## src/rtl/arc4_pkg.sv

```systemverilog
// Shared types and constants for the ARC4 encryptor: top-level states and
// the read/wait/write micro-steps used inside KSA, LEN and PRGA.
package arc4_pkg;

   localparam int SBOX_SIZE = 256;
   localparam int KEY_W     = 24;

   typedef enum logic [2:0] {
      IDLE,
      INIT,
      KSA,
      LEN,
      PRGA,
      DONE
   } arc4_state_t;

   typedef enum logic [3:0] {
      RD_I,
      WT_I,
      GET_I,
      WT_J,
      WR_I,
      WR_J,
      RD_P,
      WT_P,
      WR_CT
   } arc4_step_t;

endpackage

```

## src/rtl/arc4_keybyte.sv

```systemverilog
// Selects key byte idx of a big-endian packed key (byte 0 is the top byte).
module arc4_keybyte #(
   parameter int KEY_BYTES = 3,
   parameter int IDX_W     = 2
) (
   input  logic [KEY_BYTES*8-1:0] key,
   input  logic [IDX_W-1:0]       idx,
   output logic [7:0]             kbyte
);

   always_comb begin
      kbyte = key[(KEY_BYTES*8-1) - 8*int'(idx) -: 8];
   end

endmodule

```

## src/rtl/arc4_encrypt.sv

```systemverilog
// ARC4 encryptor: fills the external S-box, runs KSA, then XORs the PRGA
// keystream over a length-prefixed plaintext into a length-prefixed ciphertext.
//
// state | meaning
// IDLE  | rdy=1, waiting for en
// INIT  | S[i]=i, one write per cycle, exits when i wraps
// KSA   | key schedule, 6-step loop per i
// LEN   | read pt[0], write ct[0]=len
// PRGA  | keystream and ct[k] write, 9-step loop per byte
// DONE  | last ct write on the bus, rdy returns next cycle
module arc4_encrypt
   import arc4_pkg::*;
#(
   parameter int KEY_BYTES = 3,
   parameter int MEM_LAT   = 1
) (
   input  logic             clk,
   input  logic             rst_n,
   input  logic             en,
   output logic             rdy,
   input  logic [KEY_W-1:0] key,
   output logic [7:0]       s_addr,
   input  logic [7:0]       s_rddata,
   output logic [7:0]       s_wrdata,
   output logic             s_wren,
   output logic [7:0]       pt_addr,
   input  logic [7:0]       pt_rddata,
   output logic [7:0]       ct_addr,
   output logic [7:0]       ct_wrdata,
   output logic             ct_wren
);

   localparam int         IDX_W    = (KEY_BYTES > 1) ? $clog2(KEY_BYTES) : 1;
   localparam logic [3:0] LAT_LOAD = 4'(MEM_LAT - 1);

   arc4_state_t      state;
   arc4_step_t       step;
   logic [7:0]       i, j, si, sj, len, pt_byte, kbyte, j_nxt;
   logic [8:0]       k;
   logic [KEY_W-1:0] key_r;
   logic [IDX_W-1:0] kidx;
   logic [3:0]       wait_cnt;

   arc4_keybyte #(
      .KEY_BYTES (KEY_BYTES),
      .IDX_W     (IDX_W)
   ) u_keybyte (
      .key   (key_r),
      .idx   (kidx),
      .kbyte (kbyte)
   );

   // KSA adds the key byte into j, PRGA does not
   always_comb begin
      j_nxt = j + s_rddata + ((state == KSA) ? kbyte : 8'd0);
   end

   always_ff @(posedge clk or negedge rst_n) begin
      if (!rst_n) begin
         state     <= IDLE;
         step      <= RD_I;
         rdy       <= 1'b1;
         s_addr    <= '0;
         s_wrdata  <= '0;
         s_wren    <= 1'b0;
         pt_addr   <= '0;
         ct_addr   <= '0;
         ct_wrdata <= '0;
         ct_wren   <= 1'b0;
         i         <= '0;
         j         <= '0;
         k         <= '0;
         si        <= '0;
         sj        <= '0;
         len       <= '0;
         pt_byte   <= '0;
         key_r     <= '0;
         kidx      <= '0;
         wait_cnt  <= '0;
      end else begin
         case (state)
            IDLE: begin
               if (en && rdy) begin
                  key_r    <= key;
                  rdy      <= 1'b0;
                  i        <= '0;
                  s_addr   <= '0;
                  s_wrdata <= '0;
                  s_wren   <= 1'b1;
                  state    <= INIT;
               end
            end
            INIT: begin
               i <= i + 8'd1;
               if (i == 8'(SBOX_SIZE - 1)) begin
                  s_wren <= 1'b0;
                  j      <= '0;
                  kidx   <= '0;
                  step   <= RD_I;
                  state  <= KSA;
               end else begin
                  s_addr   <= i + 8'd1;
                  s_wrdata <= i + 8'd1;
               end
            end
            KSA, PRGA: begin
               case (step)
                  RD_I: begin
                     s_wren   <= 1'b0;
                     ct_wren  <= 1'b0;
                     wait_cnt <= LAT_LOAD;
                     step     <= WT_I;
                     if (state == PRGA) begin
                        i       <= i + 8'd1;
                        s_addr  <= i + 8'd1;
                        pt_addr <= k[7:0];
                     end else begin
                        s_addr  <= i;
                     end
                  end
                  WT_I: begin
                     if (wait_cnt == 4'd0) step <= GET_I;
                     else wait_cnt <= wait_cnt - 4'd1;
                  end
                  GET_I: begin
                     si       <= s_rddata;
                     pt_byte  <= pt_rddata;
                     j        <= j_nxt;
                     s_addr   <= j_nxt;
                     wait_cnt <= LAT_LOAD;
                     step     <= WT_J;
                  end
                  WT_J: begin
                     if (wait_cnt == 4'd0) step <= WR_I;
                     else wait_cnt <= wait_cnt - 4'd1;
                  end
                  WR_I: begin
                     sj       <= s_rddata;
                     s_addr   <= i;
                     s_wrdata <= s_rddata;
                     s_wren   <= 1'b1;
                     step     <= WR_J;
                  end
                  WR_J: begin
                     s_addr   <= j;
                     s_wrdata <= si;
                     s_wren   <= 1'b1;
                     if (state == PRGA) begin
                        step <= RD_P;
                     end else begin
                        i    <= i + 8'd1;
                        kidx <= (kidx == IDX_W'(KEY_BYTES - 1)) ? '0 : kidx + 1'b1;
                        step <= RD_I;
                        if (i == 8'(SBOX_SIZE - 1)) state <= LEN;
                     end
                  end
                  RD_P: begin
                     s_wren   <= 1'b0;
                     s_addr   <= si + sj;
                     wait_cnt <= LAT_LOAD;
                     step     <= WT_P;
                  end
                  WT_P: begin
                     if (wait_cnt == 4'd0) step <= WR_CT;
                     else wait_cnt <= wait_cnt - 4'd1;
                  end
                  WR_CT: begin
                     ct_addr   <= k[7:0];
                     ct_wrdata <= s_rddata ^ pt_byte;
                     ct_wren   <= 1'b1;
                     step      <= RD_I;
                     if (k == {1'b0, len}) state <= DONE;
                     else k <= k + 9'd1;
                  end
                  default: step <= RD_I;
               endcase
            end
            LEN: begin
               case (step)
                  RD_I: begin
                     s_wren   <= 1'b0;
                     pt_addr  <= '0;
                     wait_cnt <= LAT_LOAD;
                     step     <= WT_I;
                  end
                  WT_I: begin
                     if (wait_cnt == 4'd0) step <= GET_I;
                     else wait_cnt <= wait_cnt - 4'd1;
                  end
                  default: begin
                     len       <= pt_rddata;
                     ct_addr   <= '0;
                     ct_wrdata <= pt_rddata;
                     ct_wren   <= 1'b1;
                     i         <= '0;
                     j         <= '0;
                     k         <= 9'd1;
                     step      <= RD_I;
                     state     <= (pt_rddata == 8'd0) ? DONE : PRGA;
                  end
               endcase
            end
            DONE: begin
               s_wren  <= 1'b0;
               ct_wren <= 1'b0;
               rdy     <= 1'b1;
               state   <= IDLE;
            end
            default: state <= IDLE;
         endcase
      end
   end

endmodule

```

## config.mk

```make
export PLATFORM = sky130hd
export DESIGN_NAME = arc4_encrypt
export DESIGN_NICKNAME = d
export VERILOG_FILES = /design/src/rtl/arc4_pkg.sv /design/src/rtl/arc4_keybyte.sv /design/src/rtl/arc4_encrypt.sv
export SDC_FILE = /design/constraint.sdc
export NUM_CORES = 1
export LEC_CHECK = 0
export BUFFER_PORTS_ARGS = -buffer_cell sky130_fd_sc_hd__buf_2
export CAP_MARGIN = 40
export CORE_MARGIN = 1.5
export CORE_UTILIZATION = 40
export CTS_BUF_LIST = sky130_fd_sc_hd__clkbuf_4
export DETAILED_ROUTE_END_ITERATION = 16
export PLACE_DENSITY = 0.61
export REMOVE_ABC_BUFFERS = 1
export SYNTH_ARGS = -nofsm -noshare
export SYNTH_HDL_FRONTEND = slang
export SYNTH_SLANG_ARGS = --single-unit
```

## constraint.sdc

```tcl
create_clock -name clk -period 5.2 [get_ports clk]
set_input_delay 0.52 -clock clk [delete_from_list [all_inputs] [get_ports clk]]
set_output_delay 0.52 -clock clk [all_outputs]
set_load 0.02 [all_outputs]
```

**Yosys cells after proc, flatten, opt, wreduce, memory -nomap -nowiden**

Index checks and enable logic that the tools add are counted.

- RAM bits: 0
- Flip-flop bits (word level): 137
- Bits in read-only memories: 0
- Memories: 0
- Latch bits: 0
- Word-level logic and storage cells: 173

- Equality and inequality tests: 41
- Multiply operators: 0
- Bitwise operators: 2
- Div/mod/pow operators: 0
- Shifts and indexed selects: 1
- Multiplexer cells: 64
- Reductions and logical operators: 37
- $lt $le $gt $ge: 0
- $add $sub $neg: 8

Operators with widths:

| cell | number |
|---|---|
| $mux 8 | 14 |
| $pmux 8 s2 | 5 |
| $pmux 8 s3 | 3 |
| $pmux 8 s5 | 1 |
| $pmux 4 s2 | 4 |
| $pmux 4 s8 | 1 |
| $pmux 8 s4 | 1 |
| $shiftx 31x32->8 | 1 |
| $reduce_and 4->1 | 7 |
| $mux 9 | 3 |
| $add 8x8->8 | 3 |
| $ne 3x3->1 const B | 8 |
| $mux 3 | 7 |
| $mux 4 | 5 |
| $ne 2x2->1 const B | 9 |
| $pmux 9 s2 | 1 |
| $eq 4x3->1 const B | 4 |
| $pmux 3 s4 | 1 |
| $pmux 4 s3 | 1 |
| $reduce_and 2->1 | 5 |
| $reduce_and 5->1 | 2 |
| $add 9x1->9 const B | 1 |
| $eq 9x8->1 | 1 |
| $ne 3x2->1 const B | 3 |
| 36 further kinds | 62 |

**Depth between registers and ports, before layout**

- Depth in word-level cells: 6
- Mapped depth: 20
- Depth with buffers taken out: 16

**Hierarchy**

Synthesis repeated with hierarchy kept, for this count alone.

- Cell total of the unflattened synthesis: 835
- Area, all modules: 8013.9 um2

Modules (own cells, without submodules):

| module | cells each | seq. area each (um2) | area an instance (um2) | times used |
|---|---|---|---|---|
| arc4_encrypt | 798 | 3429.5 | 7754.9 | 1 |
| arc4_keybyte | 37 | 0.0 | 259.0 | 1 |

**Worst setup path after synthesis**

Ideal clock, no wire load.

- Path kind: flip-flop to flip-flop
- Start point: register kidx[0]
- End point: register s_addr[7]
- Setup time: 0.126 ns
- Setup slack: 0.611 ns
- Cell stages (with the launch flop): 21
- Period minus slack after synthesis: 4.589 ns
- Arrival: 4.463 ns
- Buffers on the path: 4
- Cells stage by stage: dfrtp_1 -> clkbuf_1 -> clkbuf_1 -> inv_1 -> ha_1 -> buf_2 -> buf_1 -> mux2i_1 -> o21ai_0 -> nand2_1 -> fa_1 -> inv_1 -> ha_1 -> fa_1 -> a21o_1 -> a21oi_1 -> o21bai_1 -> a21oi_1 -> xnor2_1 -> a221o_1 -> a221o_1

- Cells in the longest elaborated chain, start to end: 6

RTL lines:

| item | RTL line | text |
|---|---|---|
| start: declaration | arc4_encrypt.sv:41 | `logic [IDX_W-1:0] kidx;` |
| start signal: assignment | arc4_encrypt.sv:152 | `kidx <= (kidx == IDX_W'(KEY_BYTES - 1)) ? '0 : kidx + 1'b1;` |
| $sub 5x5->6 | arc4_keybyte.sv:12 | `kbyte = key[(KEY_BYTES*8-1) - 8*int'(idx) -: 8];` |
| $shiftx 31x32->8 | arc4_keybyte.sv:12 |  |
| $mux 8 | arc4_encrypt.sv:55 | `j_nxt = j + s_rddata + ((state == KSA) ? kbyte : 8'd0);` |
| $add 8x8->8 | arc4_encrypt.sv:55 |  |
| $pmux 8 s5 | arc4_encrypt.sv:107 | `case (step)` |
| $pmux 8 s3 | arc4_encrypt.sv:81 | `case (state)` |
| end signal: assignment | arc4_encrypt.sv:102 | `s_addr <= i + 8'd1;` |
| end signal: assignment | arc4_encrypt.sv:115 | `s_addr <= i + 8'd1;` |
| end signal: assignment | arc4_encrypt.sv:118 | `s_addr <= i;` |
| end: declaration | arc4_encrypt.sv:22 | `output logic [7:0] s_addr,` |

No other way between the ends.
A chain may end at the register's enable or synchronous reset.

**Worst setup path in the final report**

Ends and elaborated chain as after synthesis.

==> results.sh <==
export IMPL_startpoint_type="flop"
export IMPL_cts_htree_levels=4
export IMPL_fill_cells=1846
export IMPL_report_final_slew_viol_count=0
export IMPL_max_cap_viols=0
export IMPL_post_cts_resized_instances=0
export IMPL_finalSetupViolCount=0
export IMPL_clk_latency_ns=0.58
export IMPL_reg2reg_from="kidx[0]"
export IMPL_period_needed_ns=4.48
export IMPL_portBuffers=85
export IMPL_tritoncts_buffers=17
export IMPL_maxClockFrequency_ghz=0.223
export IMPL_mostFrequentLayoutCells="sky130_fd_sc_hd__dfrtp_1, sky130_fd_sc_hd__nand2_1, sky130_fd_sc_hd__buf_2, sky130_fd_sc_hd__o21ai_0, sky130_fd_sc_hd__nor2_1"
export IMPL_finalCritPeriodShare_pct=86.2
export IMPL_cts_tree="done"
export IMPL_synthDominantCellAreaShare_pct=43.5
export IMPL_fin_nets=959
export IMPL_chipHeight_um=143
export IMPL_timing_worst_setup_path_type="flop to flop"
export IMPL_critical_path_arrival_ns=4.95
export IMPL_worstMarginPinSlew_ns=0.924
export IMPL_outcome="finished clean"
export IMPL_dr_pass1_iters=5
export IMPL_antenna_violating_nets_post_route=0
export IMPL_design_power_total_uw=5530
export IMPL_r2r_setup_slack_ns=0.72
export IMPL_clk_root_buffer_cell="sky130_fd_sc_hd__clkbuf_4"
export IMPL_layout_cells_most_common="sky130_fd_sc_hd__dfrtp_1"
export IMPL_wl_per_instance_um=17.2
export IMPL_grt_max_degree=88
export IMPL_critical_path_capture_point="s_addr[7]"
export IMPL_clk_path_buf_depth=2
export IMPL_cp_required_ns=5.66
export IMPL_netlist_top_cells_area="sky130_fd_sc_hd__dfrtp_1, sky130_fd_sc_hd__mux2_2, sky130_fd_sc_hd__nand2_1"
export IMPL_core_area_mm2=0.0190
export IMPL_rsz0062_at_grt="false"
export IMPL_cts_sinks=137
export IMPL_route_met3_wl_um=1230
export IMPL_synth_distinct_cells=68
export IMPL_detailroute_via_count=6322
export IMPL_synth_seq_cells=137
export IMPL_proportion_of_layout_cells_with_a_drive_suffix_above_1_pct=22.3
export IMPL_dp_hpwl_um=14600
export IMPL_synthArstFlopShare_pct=100
export IMPL_dieArea_mm2=0.0204
export IMPL_count_of_mapped_cells_out_of_synthesis=814
export IMPL_vias_per_cell=5.44
export IMPL_via_count_of_the_first_global_routing_pass=5942
export IMPL_post_synth_instance_area_mm2=0.00782
export IMPL_leakagePower_uw=0.00392
export IMPL_power_per_cell_area_mw_per_mm2=628
export IMPL_grt_usage_pct=21.0
export IMPL_timing_setup_tns_ns=0
export IMPL_hold_path_class="primary input to flop"
export IMPL_layout_cell_area_non_filler_mm2=0.00880
export IMPL_die_width_um=143
export IMPL_wl_met2_um=9120
export IMPL_synth_yosys_seq_area_share_pct=43.9
export IMPL_r2r_worst_path_cells=17
export IMPL_drc_errors=0
export IMPL_syn_area_per_cell_um2=9.60
export IMPL_syn_to_final_growth_pct=12.6
export IMPL_hold_path_depth=2
export IMPL_initial_drc_count=461
export IMPL_highest_signal_layer="met4"
export IMPL_crit_reg2reg_capture="s_addr[7]"
export IMPL_synth_enable_flop_cells=0
export IMPL_placement_rows=50
export IMPL_yosys_warnings=0
export IMPL_cts_repair_timing_setup_buffer_count=0
export IMPL_starting_density_of_the_core_pct=41.2
export IMPL_routed_wl_um=20000
export IMPL_number_of_antenna_violations_at_the_first_check_in_global_routing=1
export IMPL_end_kind="flop"
export IMPL_clock_skew_ns=0.0171
export IMPL_global_route_overflow_total=0
export IMPL_maximum_vdd_drop_uv=238
export IMPL_timing_final_hold_violations=0
export IMPL_synth_ff_type="sky130_fd_sc_hd__dfrtp_1"
export IMPL_worst_path_max_fanout=20
export IMPL_finalWeightedCongestion=0.900
export IMPL_cts_clk_pin_slew_worst_paths_ns=0.13
export IMPL_grt_first_pass_wirelength_um=32700
export IMPL_synth_top_area_cell="sky130_fd_sc_hd__dfrtp_1"
export IMPL_placed_cell_area_mm2=0.00849
export IMPL_timing_max_slew_rel_slack_pct=38.4
export IMPL_startpoint_of_the_worst_setup_timing_path="kidx[0]"
export IMPL_drt_met1_wl_um=9340
export IMPL_io_pin_count=86
==> how the worst min path moves through the flow <==
stage / start / to / slack, ns
finish: key[4] / key_r[4] / 0.16
global route: key[11] / key_r[11] / 0.12
CTS: key[4] / key_r[4] / 0.12
detailed placement: ct_wren / ct_wren / 0.46
global placement: ct_wren / ct_wren / 0.46
floorplan: rst_n / ct_addr[0] / 0.22
==> registers in the layout (all words and copies together) (netlist names), 2 cells and up <==
register,cells
ct_addr,8
i,8
s_wrdata,8
s_addr,8
step,4
key_r,24
si,8
ct_wrdata,8
kidx,2
len,8
wait_cnt,4
pt_byte,8
sj,8
k,9
pt_addr,8
state,3
j,8
==> worst max-delay path, stage by stage (launching register included) <==
cell and delay, ns:
sky130_fd_sc_hd__dfrtp_1 0.34, sky130_fd_sc_hd__buf_4 0.21, sky130_fd_sc_hd__inv_1 0.07, sky130_fd_sc_hd__ha_1 0.68, sky130_fd_sc_hd__mux2i_1 0.15, sky130_fd_sc_hd__o21ai_0 0.19, sky130_fd_sc_hd__nand2_1 0.09, sky130_fd_sc_hd__fa_1 0.48
sky130_fd_sc_hd__inv_1 0.04, sky130_fd_sc_hd__ha_1 0.21, sky130_fd_sc_hd__fa_1 0.40, sky130_fd_sc_hd__a21o_1 0.18, sky130_fd_sc_hd__a21oi_1 0.25, sky130_fd_sc_hd__o21bai_1 0.09, sky130_fd_sc_hd__a21oi_1 0.17, sky130_fd_sc_hd__xnor2_1 0.13
sky130_fd_sc_hd__a221o_1 0.37, sky130_fd_sc_hd__a221o_1 0.31
==> layer usage <==
layer  up-vias  track usage, %
met3        29            4.86
met2       188            31.7
li1       3041               -
met5         -               0
met1      3064            29.5
met4         0            7.38
==> cell families (layout without fill, tap and decap cells) <==
family          count (synthesis)  in the layout  synth area share (%)
flops                         137            137                  43.9
other cells                     0              2                     0
simple gates                  244            244                  14.3
buf+inv                        69            155                  3.79
xor+xnor                       47             47                  5.27
mux                            66             66                  9.35
compound gates                222            222                  17.9
fa+ha+maj                      29             29                  5.47
==> power breakdown <==
group / internal (µW) / switching, µW / leakage (µW) / total (µW)
logic: 1200 / 1790 / 0.00202 / 2980
clock network: 334 / 430 / 0.000159 / 764
registers: 1460 / 320 / 0.00175 / 1780
==> timing repair <==
item,CTS,global route
hold buffers,1,0
setup endpoints to repair,0,0
endpoints found under the hold margin,3,0
==> per-stage QoR <==
step                instances  hold WS, ns  util [%]  worst slack [ns]
floorplan                 769        0.224         -              1.03
global placement         1126        0.455      44.6             0.918
detailed placement       1128        0.459      44.8             0.779
CTS                      1160        0.120      46.4             0.730
global route             1162        0.123      46.4             0.413
finish                   1162        0.156      46.4             0.718
==> cell type report <==
| cell class | instances | area [µm²] | share of cell area (%) |
|---|---|---|---|
| clock inverters | 14 | 173 | 1.96 |
| inverters | 24 | 90.1 | 1.02 |
| repair buffers | 100 | 554 | 6.30 |
| flip-flops and latches | 137 | 3430 | 39.0 |
| diodes | 2 | 5.00 | 0.0569 |
| clock buffers | 17 | 128 | 1.45 |
| well taps | 260 | 325 | 3.70 |
| multi-input cells | 608 | 4100 | 46.5 |
==> synth_stat cells, drive strengths merged (11+ instances only) <==
master / instances
nor3: 13
clkbuf: 19
ha: 19
dfrtp: 136
inv: 23
nand2: 109
nor2: 64
a21oi: 61
xor2: 21
o21ai: 70
a31oi: 11
nand3: 13
buf: 26
mux2: 56
xnor2: 26
Power figures use the tool's default switching activity.
